## config.mk

```make
export PLATFORM = sky130hd
export DESIGN_NAME = spell_dbg_ctrl
export DESIGN_NICKNAME = d
export VERILOG_FILES = /design/src/rtl/spell_dbg_pkg.sv /design/src/rtl/spell_dbg_shifter.sv /design/src/rtl/spell_dbg_ctrl.sv
export SDC_FILE = /design/constraint.sdc
export NUM_CORES = 1
export LEC_CHECK = 0
export CORE_ASPECT_RATIO = 0.7
export CORE_MARGIN = 8
export CORE_UTILIZATION = 45
export DETAILED_ROUTE_END_ITERATION = 16
export GPL_ROUTABILITY_DRIVEN = 1
export PLACE_DENSITY_LB_ADDON = 0.12
export SYNTH_ARGS = -nofsm -noshare
export SYNTH_HDL_FRONTEND = slang
export SYNTH_SLANG_ARGS = --single-unit
export TNS_END_PERCENT = 5
```

## constraint.sdc

```tcl
create_clock -name clk -period 2.15 [get_ports clk]
set_input_delay 0.3225 -clock clk [delete_from_list [all_inputs] [get_ports clk]]
set_output_delay 0.3225 -clock clk [all_outputs]
set_load 0.005 [all_outputs]
```

## src/rtl/spell_dbg_pkg.sv

```systemverilog
// spell_dbg_pkg
// Shared types for the SPELL debug controller: the host command opcodes,
// the controller FSM states and the default width of one SPELL register.
// No ports; imported by spell_dbg_shifter and spell_dbg_ctrl.
package spell_dbg_pkg;

    localparam int DATA_W_DEFAULT = 8;

    typedef enum logic [1:0] {
        OP_WRITE = 2'd0,
        OP_READ  = 2'd1,
        OP_STEP  = 2'd2,
        OP_RUN   = 2'd3
    } cmd_op_e;

    typedef enum logic [2:0] {
        ST_IDLE,
        ST_SHIFT_W,
        ST_LOAD,
        ST_DUMP,
        ST_SHIFT_R,
        ST_STEP,
        ST_RUN,
        ST_RESP
    } state_e;

endpackage

```

## src/rtl/spell_dbg_shifter.sv

```systemverilog
// spell_dbg_shifter
// DATA_W-bit MSB-first shift register with a bit counter, used both to
// serialise a value towards the CPU and to assemble a value read back.
// Ports:
//   clk, rst_n   clock, asynchronous active-low reset
//   load         parallel load of load_data (also clears the bit counter)
//   load_data    value to load
//   shift_en     shift one bit left, serial_in enters at the LSB
//   serial_in    incoming bit
//   data         current register contents
//   serial_out   current MSB (next bit to send)
//   done         high during the shift cycle that moves the last bit
import spell_dbg_pkg::*;

module spell_dbg_shifter #(
    parameter int DATA_W = DATA_W_DEFAULT
) (
    input  logic              clk,
    input  logic              rst_n,
    input  logic              load,
    input  logic [DATA_W-1:0] load_data,
    input  logic              shift_en,
    input  logic              serial_in,
    output logic [DATA_W-1:0] data,
    output logic              serial_out,
    output logic              done
);

    localparam int CNT_W = $clog2(DATA_W) + 1;
    localparam logic [CNT_W-1:0] LAST = CNT_W'(DATA_W - 1);

    logic [DATA_W-1:0] sreg;
    logic [CNT_W-1:0]  cnt;

    // Shift register and bit counter; the counter returns to zero on the
    // last shift so every SHIFT_W/SHIFT_R phase starts from a clean count.
    always_ff @(posedge clk or negedge rst_n) begin
        if (!rst_n) begin
            sreg <= '0;
            cnt  <= '0;
        end else if (load) begin
            sreg <= load_data;
            cnt  <= '0;
        end else if (shift_en) begin
            sreg <= {sreg[DATA_W-2:0], serial_in};
            cnt  <= (cnt == LAST) ? '0 : cnt + CNT_W'(1);
        end
    end

    assign data       = sreg;
    assign serial_out = sreg[DATA_W-1];
    assign done       = shift_en && (cnt == LAST);

endmodule

```

## src/rtl/spell_dbg_ctrl.sv

```systemverilog
// spell_dbg_ctrl
// Host-side debug controller for the SPELL CPU. Turns host commands
// (WRITE/READ/STEP/RUN) into the SPELL ui_in pin sequences and returns one
// response per command.
// Ports:
//   clk, rst_n                  clock, asynchronous active-low reset
//   cmd_valid/cmd_ready         command handshake (ready only when idle)
//   cmd_op, cmd_reg, cmd_data   opcode, register select, write value
//   rsp_valid/rsp_ready         response handshake
//   rsp_data, rsp_err           read value or {sleep,stop} status, error
//   cpu_run .. cpu_reg_sel      drive the SPELL ui_in pins
//   cpu_shift_out, cpu_sleep,
//   cpu_stop                    SPELL uo_out[3], [0], [1]
// Build option: define SPELL_DBG_TIMEOUT_EN to abort RUN after TIMEOUT
// cycles with rsp_err=1; without it RUN waits for stop/sleep forever and
// rsp_err is constant 0.
import spell_dbg_pkg::*;

module spell_dbg_ctrl #(
    parameter int          DATA_W  = DATA_W_DEFAULT,
    parameter logic [15:0] TIMEOUT = 16'd4096
) (
    input  logic              clk,
    input  logic              rst_n,
    input  logic              cmd_valid,
    output logic              cmd_ready,
    input  logic [1:0]        cmd_op,
    input  logic [1:0]        cmd_reg,
    input  logic [DATA_W-1:0] cmd_data,
    output logic              rsp_valid,
    input  logic              rsp_ready,
    output logic [DATA_W-1:0] rsp_data,
    output logic              rsp_err,
    output logic              cpu_run,
    output logic              cpu_step,
    output logic              cpu_load,
    output logic              cpu_dump,
    output logic              cpu_shift_in,
    output logic [1:0]        cpu_reg_sel,
    input  logic              cpu_shift_out,
    input  logic              cpu_sleep,
    input  logic              cpu_stop
);

    state_e            state, state_next;
    logic [1:0]        reg_q;
    logic [DATA_W-1:0] rsp_data_q, rsp_next, status;
    logic              accept, rsp_load;
    logic              sh_load, sh_en, sh_sin, sh_done, sh_msb;
    logic [DATA_W-1:0] sh_data;

    assign cmd_ready = (state == ST_IDLE);
    assign accept    = cmd_valid && cmd_ready;

    spell_dbg_shifter #(.DATA_W(DATA_W)) u_shifter (
        .clk        (clk),
        .rst_n      (rst_n),
        .load       (sh_load),
        .load_data  (cmd_data),
        .shift_en   (sh_en),
        .serial_in  (sh_sin),
        .data       (sh_data),
        .serial_out (sh_msb),
        .done       (sh_done)
    );

`ifdef SPELL_DBG_TIMEOUT_EN
    logic [15:0] tmo_cnt;
    logic        tmo_hit, err_next, rsp_err_q;

    // Counts cycles spent in RUN; cleared whenever the FSM is elsewhere so
    // each RUN command gets the full budget.
    always_ff @(posedge clk or negedge rst_n) begin
        if (!rst_n) begin
            tmo_cnt <= '0;
        end else if (state == ST_RUN) begin
            tmo_cnt <= tmo_cnt + 16'd1;
        end else begin
            tmo_cnt <= '0;
        end
    end

    assign tmo_hit = (tmo_cnt == TIMEOUT - 16'd1);

    // Error flag is captured together with the response value.
    always_ff @(posedge clk or negedge rst_n) begin
        if (!rst_n) begin
            rsp_err_q <= 1'b0;
        end else if (rsp_load) begin
            rsp_err_q <= err_next;
        end
    end

    assign rsp_err = rsp_err_q;
`else
    assign rsp_err = 1'b0;
`endif

    // State register.
    always_ff @(posedge clk or negedge rst_n) begin
        if (!rst_n) begin
            state <= ST_IDLE;
        end else begin
            state <= state_next;
        end
    end

    // Latched register select and the response value; the response is
    // frozen on entry to RESP so it stays stable while the host stalls.
    always_ff @(posedge clk or negedge rst_n) begin
        if (!rst_n) begin
            reg_q      <= '0;
            rsp_data_q <= '0;
        end else begin
            if (accept) begin
                reg_q <= cmd_reg;
            end
            if (rsp_load) begin
                rsp_data_q <= rsp_next;
            end
        end
    end

    // Next-state and datapath control. The command value is loaded into the
    // shifter on every acceptance; READ simply overwrites it while shifting.
    always_comb begin
        state_next = state;
        sh_load    = 1'b0;
        sh_en      = 1'b0;
        sh_sin     = 1'b0;
        rsp_load   = 1'b0;
        rsp_next   = '0;
        status     = '0;
        status[1]  = cpu_sleep;
        status[0]  = cpu_stop;
`ifdef SPELL_DBG_TIMEOUT_EN
        err_next   = 1'b0;
`endif
        case (state)
            ST_IDLE: begin
                if (accept) begin
                    sh_load = 1'b1;
                    case (cmd_op_e'(cmd_op))
                        OP_WRITE: state_next = ST_SHIFT_W;
                        OP_READ:  state_next = ST_DUMP;
                        OP_STEP:  state_next = ST_STEP;
                        OP_RUN:   state_next = ST_RUN;
                    endcase
                end
            end
            ST_SHIFT_W: begin
                sh_en = 1'b1;
                if (sh_done) begin
                    state_next = ST_LOAD;
                end
            end
            ST_LOAD: begin
                state_next = ST_RESP;
                rsp_load   = 1'b1;
            end
            ST_DUMP: begin
                state_next = ST_SHIFT_R;
            end
            ST_SHIFT_R: begin
                sh_en  = 1'b1;
                sh_sin = cpu_shift_out;
                if (sh_done) begin
                    state_next = ST_RESP;
                    rsp_load   = 1'b1;
                    rsp_next   = {sh_data[DATA_W-2:0], cpu_shift_out};
                end
            end
            ST_STEP: begin
                state_next = ST_RESP;
                rsp_load   = 1'b1;
                rsp_next   = status;
            end
            ST_RUN: begin
                if (cpu_stop || cpu_sleep) begin
                    state_next = ST_RESP;
                    rsp_load   = 1'b1;
                    rsp_next   = status;
                end
`ifdef SPELL_DBG_TIMEOUT_EN
                else if (tmo_hit) begin
                    state_next = ST_RESP;
                    rsp_load   = 1'b1;
                    err_next   = 1'b1;
                end
`endif
            end
            ST_RESP: begin
                if (rsp_ready) begin
                    state_next = ST_IDLE;
                end
            end
            default: state_next = ST_IDLE;
        endcase
    end

    assign rsp_valid    = (state == ST_RESP);
    assign rsp_data     = rsp_data_q;
    assign cpu_run      = (state == ST_RUN);
    assign cpu_step     = (state == ST_STEP);
    assign cpu_load     = (state == ST_LOAD);
    assign cpu_dump     = (state == ST_DUMP);
    assign cpu_shift_in = (state == ST_SHIFT_W) && sh_msb;
    assign cpu_reg_sel  = (state == ST_IDLE) ? 2'b00 : reg_q;

endmodule

```

== After elaboration in Yosys (flattened, before gate mapping) ==
Cells that the tools add are included.
Storage, ports and cells
  register bits: 25
  input port bits: 19
  output and inout bits: 18
  word-level logic and storage cells: 55
Cells by class
  eq/ne operators: 16
  reduce and logical (&&, ||, !) cells: 10
  $add $sub $neg: 1
  mux-type cells: 23
Operators by type and width (number)
  $mux W8: 3
  $pmux W8 S3: 1
  $pmux W3 S7: 1
  $mux W3: 5
  $eq A3 B3 Y1 const B: 4
  $mux W4: 3
  $pmux W3 S4: 1
  $eq A3 B2 Y1 const B: 2
  $mux W1: 6
  $ne A2 B1 Y1 const B: 3
  $reduce_and A5 Y1: 1
  $add A4 B1 Y4 const B: 1
  $eq A2 B2 Y1 const B: 2
  $eq A4 B3 Y1 const B: 1
  $mux W2: 2
  $ne A2 B2 Y1 const B: 2
  $reduce_or A2 Y1: 2
  $eq A3 B1 Y1 const B: 1
  $logic_and A1 B1 Y1: 3
  $logic_not A3 Y1: 1
  $pmux W1 S3: 1
  $eq A2 B1 Y1 const B: 1
  $logic_not A2 Y1: 1
  $reduce_bool A2 Y1: 1
  $logic_or A1 B1 Y1: 1

== Longest topological paths before layout ==
Gate-level depths: netlist (run 1).
  depth after elaboration: 6
  depth in mapped cells: 7
  gate-level depth less buffers: 5

== Cells and area by module ==
From an unflattened synthesis (run 1), not the netlist that was laid out.
Second synthesis, totals
  cell total of the unflattened synthesis: 124
  area total of the unflattened synthesis: 1341.3 µm²
Modules (own cells, without submodules)
  spell_dbg_ctrl: instances 1, area an instance 724.4 µm², cells an instance 69, sequential area each 325.3 µm²
  spell_dbg_shifter: instances 1, area an instance 616.8 µm², cells an instance 55, sequential area each 300.3 µm²

== Least setup slack after synthesis (run 1) ==
OpenSTA, ideal clock, no wires.
  kind: reg-to-reg
  start: register state[2]
  end: register state[1]
  arrival time: 1.419 ns
  library setup time: 0.126 ns
  slack: 0.605 ns
  stages on the path, launching flop included: 6
  data required time: 2.024 ns
  clock period less this slack: 1.545 ns
  path buffers: 1
  cell sequence: dfrtp_1 > buf_6 > or4_1 > nand2_1 > a211oi_1 > a221o_1
Between the ends
  word-level cells in the longest chain between the ends: 6
  elaborated cells between the ends (all ways): 20
  those cells by class: eq/ne: 12; mux: 2; reduce/logical: 6
RTL lines
  from (decl): line spell_dbg_ctrl.sv:45  | state_e state, state_next;
  from (signal assigned): line spell_dbg_ctrl.sv:104  | state <= state_next;
  $eq A3 B1 Y1 or $eq A3 B3 Y1 (tied branches): line spell_dbg_ctrl.sv:139  | case (state)
  $reduce_or A2 Y1 (no line)
  $mux W1: line spell_dbg_ctrl.sv:139
  $logic_and A1 B1 Y1: line spell_dbg_shifter.sv:52  | assign done = shift_en && (cnt == LAST);
  $ne A2 B2 Y1 (no line)
  $reduce_and A5 Y1 (no line)
Parallel ways exist; a longest one is shown, timed or not.
A chain may end at the register's enable or synchronous reset.

== Final worst setup path (run 1) ==
  start: register state[2]
  end: output cpu_shift_in
Between the ends
  word-level cells in the longest chain between the ends: 2
RTL lines
  $eq A3 B1 Y1: line spell_dbg_ctrl.sv:207  | assign cpu_shift_in = (state == ST_SHIFT_W) && sh_msb;
  $logic_and A1 B1 Y1: line spell_dbg_ctrl.sv:207
  to (decl): line spell_dbg_ctrl.sv:38  | output logic cpu_shift_in,
Every way passes these cells.

==> results of run 1 <==
power breakdown:
part,switching [W],internal (W)
Combinational,0.000492,0.000618
Sequential,0.000192,0.000649
Clock,0.000152,0.000131
Total,0.000836,0.00140
sequential cells by signal, indices dropped and copies added (netlist names):
| name | cells |
|---|---|
| u_shifter.cnt | 4 |
| rsp_data | 8 |
| reg_q | 2 |
| state | 3 |
| u_shifter.data | 8 |
worst paths after layout:
kind	from	endpoint	slack [ns]	cells after the start
min reg2reg	rsp_data[1]	rsp_data[1]	0.48	1
min	rst_n	state[2]	0.41	2
max in group asynchronous	rst_n	state[0]	1.47	2
min in group clk	rsp_data[1]	rsp_data[1]	0.48	1
max	state[2]	cpu_shift_in	0.06	3
max reg2reg	state[1]	u_shifter.data[0]	0.32	5
Yosys cell counts (2+ instances only):
cell,n,share of area [%]
buf_6,2,1.7
inv_1,2,0.57
a21oi_1,3,1.1
nor3b_1,2,1.1
nor2b_1,2,0.96
nand3b_1,2,1.1
xnor2_1,2,1.3
a32o_1,2,1.5
buf_4,3,1.7
mux2_2,2,1.7
dfrtp_1,25,48
mux2i_1,7,5.4
buf_2,2,0.77
o21ai_1,7,2.7
nor2_1,8,2.3
a22o_1,7,4.7
a21o_1,2,1.1
a221o_1,3,2.3
and3_1,2,0.96
nand2_1,13,3.7
cell families (layout without fill, tap and decap cells):
family	after synthesis	count (layout)
AO/OA/AOI/OAI	31	31
XOR/XNOR	3	3
adder cells (fa/ha/maj)	1	1
buffers and inverters	10	51
flip-flops	25	25
multiplexers	9	9
other	1	1
AND/OR/NAND/NOR	42	42
critical path, stage by stage, from the launching register on:
cell and delay [ns]:
dfrtp_2 0.51, nor2_1 0.27, and3_1 0.20, clkdlybuf4s50_1 0.51
through the flow:
stage / setup WS (ns) / hold slack [ns] / power, W / std cells
4_1_cts: 0.0287 / 0.414 / 0.00212 / 192
3_3_place_gp: 0.258 / 0.458 / 0.00180 / 188
3_5_place_dp: 0.201 / 0.468 / 0.00184 / 188
5_1_grt: -0.0143 / 0.436 / 0.00239 / 199
2_1_floorplan: 0.605 / 0.0269 / 0.00150 / 122
6_report: 0.0638 / 0.411 / 0.00223 / 199
layer usage:
metal  GRT usage, %  wire (µm)  vias to the layer above
met5              0          0                        -
met4           3.09         21                        0
met3           4.52        293                        4
met2           20.0       1470                       40
met1           16.4       1400                      521
li1               -          -                      528
final cells by class:
class	instances	area [µm²]	area share (%)
multi-input cells	87	614	34.5
well taps	36	45.0	2.53
clock inverters	1	7.51	0.421
inverters	2	7.51	0.421
repair buffers	45	438	24.6
flip-flops and latches	25	629	35.3
clock buffers	3	41.3	2.32
what timing repair did:
| action | CTS | global route |
|---|---|---|
| gates resized for setup | 2 | 1 |
| endpoints found under the setup margin | 3 | 2 |
| setup buffers | 0 | 7 |
| hold buffers | 0 | 0 |
==> impl_metrics.csv, run 1 <==
group,metric,value,unit
run_status,status,"completed",
place,port-buffer-count,35,
synth,synth_top_family_by_area,"simple AND/OR/NAND/NOR gates",
timing,finalSetupViolCount,0,
floorplan,die_w,80.4,µm
floorplan,initial_utilization,46.9,%
cts,cts_sinks,25,
cts,cts_made_buffers,3,
grt,grt_pass1_wl,4870,µm
critical_path,path_max_fanout,14,
grt,antenna_found_initial,0,
place,dpl_cell_area,1670,µm²
detailed_routing,vias,1093,
critical_path,crit_path_start_kind,"flop",
timing,clock_skew,0.00808,ns
cts,htreeDepth,1,
finish,final_cell_area,1780,µm²
synth,synthAdderAreaFrac,0.958,%
synth,syn_nets,142,
timing,fmax,479,MHz
finish,diodes,0,
critical_path,critPathCaptureType,"primary output",
finish,fillers,228,
grt,grt_usage,12.8,%
min_path,worstHoldPathType,"primary input to asynchronous set/reset pin",
timing,hold_violations,0,
synth,synthesis.area,1310,µm²
detailed_routing,dr.pass1.iters,4,
synth,synth_xor_area_share,2.01,%
detailed_routing,first_iter_violations,89,
critical_path,cp_data_arrival_time,1.76,ns
synth,synth_edf_count,0,
finish,drive_above_1_share,15.3,%
synth,synth.ff_latch_count,25,
floorplan,die_h,61.1,µm
synth,synth_mux_area_share,7.09,%
synth,postSynthCellCount,122,
power,p_per_area,1250,nW/µm²
cts,clk_latency,0.27,ns
timing,drv_slew,0,
timing,finalCritPeriodShare,97.0,%
cts,cts-root-buf,"clkbuf_8",
detailed_routing,viasPerCell,5.49,
synth,postSynthAreaPerCell,10.7,µm²
grt,grt_overflow,0,
run,max_cap_viol_count,0,
power,vdd_ir_drop_max,0.738,mV
finish,final_common_cell,"clkdlybuf4s50_1",
detailed_routing,drtAntennaViolNets,0,
floorplan,dieArea,4910,µm²
detailed_routing,wire_per_inst,16.0,µm
detailed_routing,remaining_drc_errors,0,
detailed_routing,wl,3180,µm
synth,yosys_most_used_dff,"dfrtp_1",
synth,synth-simple-area-share,19.3,%
power,p_leak,0.759,nW
finish,final_cell_mix,"clkdlybuf4s50_1 (35), dfrtp_1 (22), nand2_1 (13), buf_4 (9), nor2_1 (8)",
timing,setup_tns,0,ns
critical_path,critPathKind,"flop to primary output",
place,dp_hpwl,2360,µm
synth,ys_warn_count,0,
cts,path_clk_slew,0.09,ns
floorplan,io_pins,37,
finish,fin_util,64.1,%
grt,grt_max_degree,26,
critical_path,required,1.83,ns
timing,post-route-min-period,2.09,ns
cts,cts_tree,"done",
grt,grt_pass1_vias,976,
floorplan,core_region_area,2780,µm²
finish,area_delta_synth_final,36.5,%
synth,synth-compound-area-share,17.3,%
floorplan,std_cell_rows,16,
synth,synth.distinct_cells,44,
synth,ys_async_sr_fraction,100,%
place,gp_congestion,0.892,
finish,final_nets,184,
synth,synth-seq-area-share,47.9,%
cts,cts.path.max_buffers,2,
No activity file was read; power rests on OpenSTA's default activity.
==> run 2: changes to the inputs <==
Settings changed: SLEW_MARGIN set to 5.
==> results of run 2 <==
No change in the layout: final DEF, timing and power equal those of run 1.
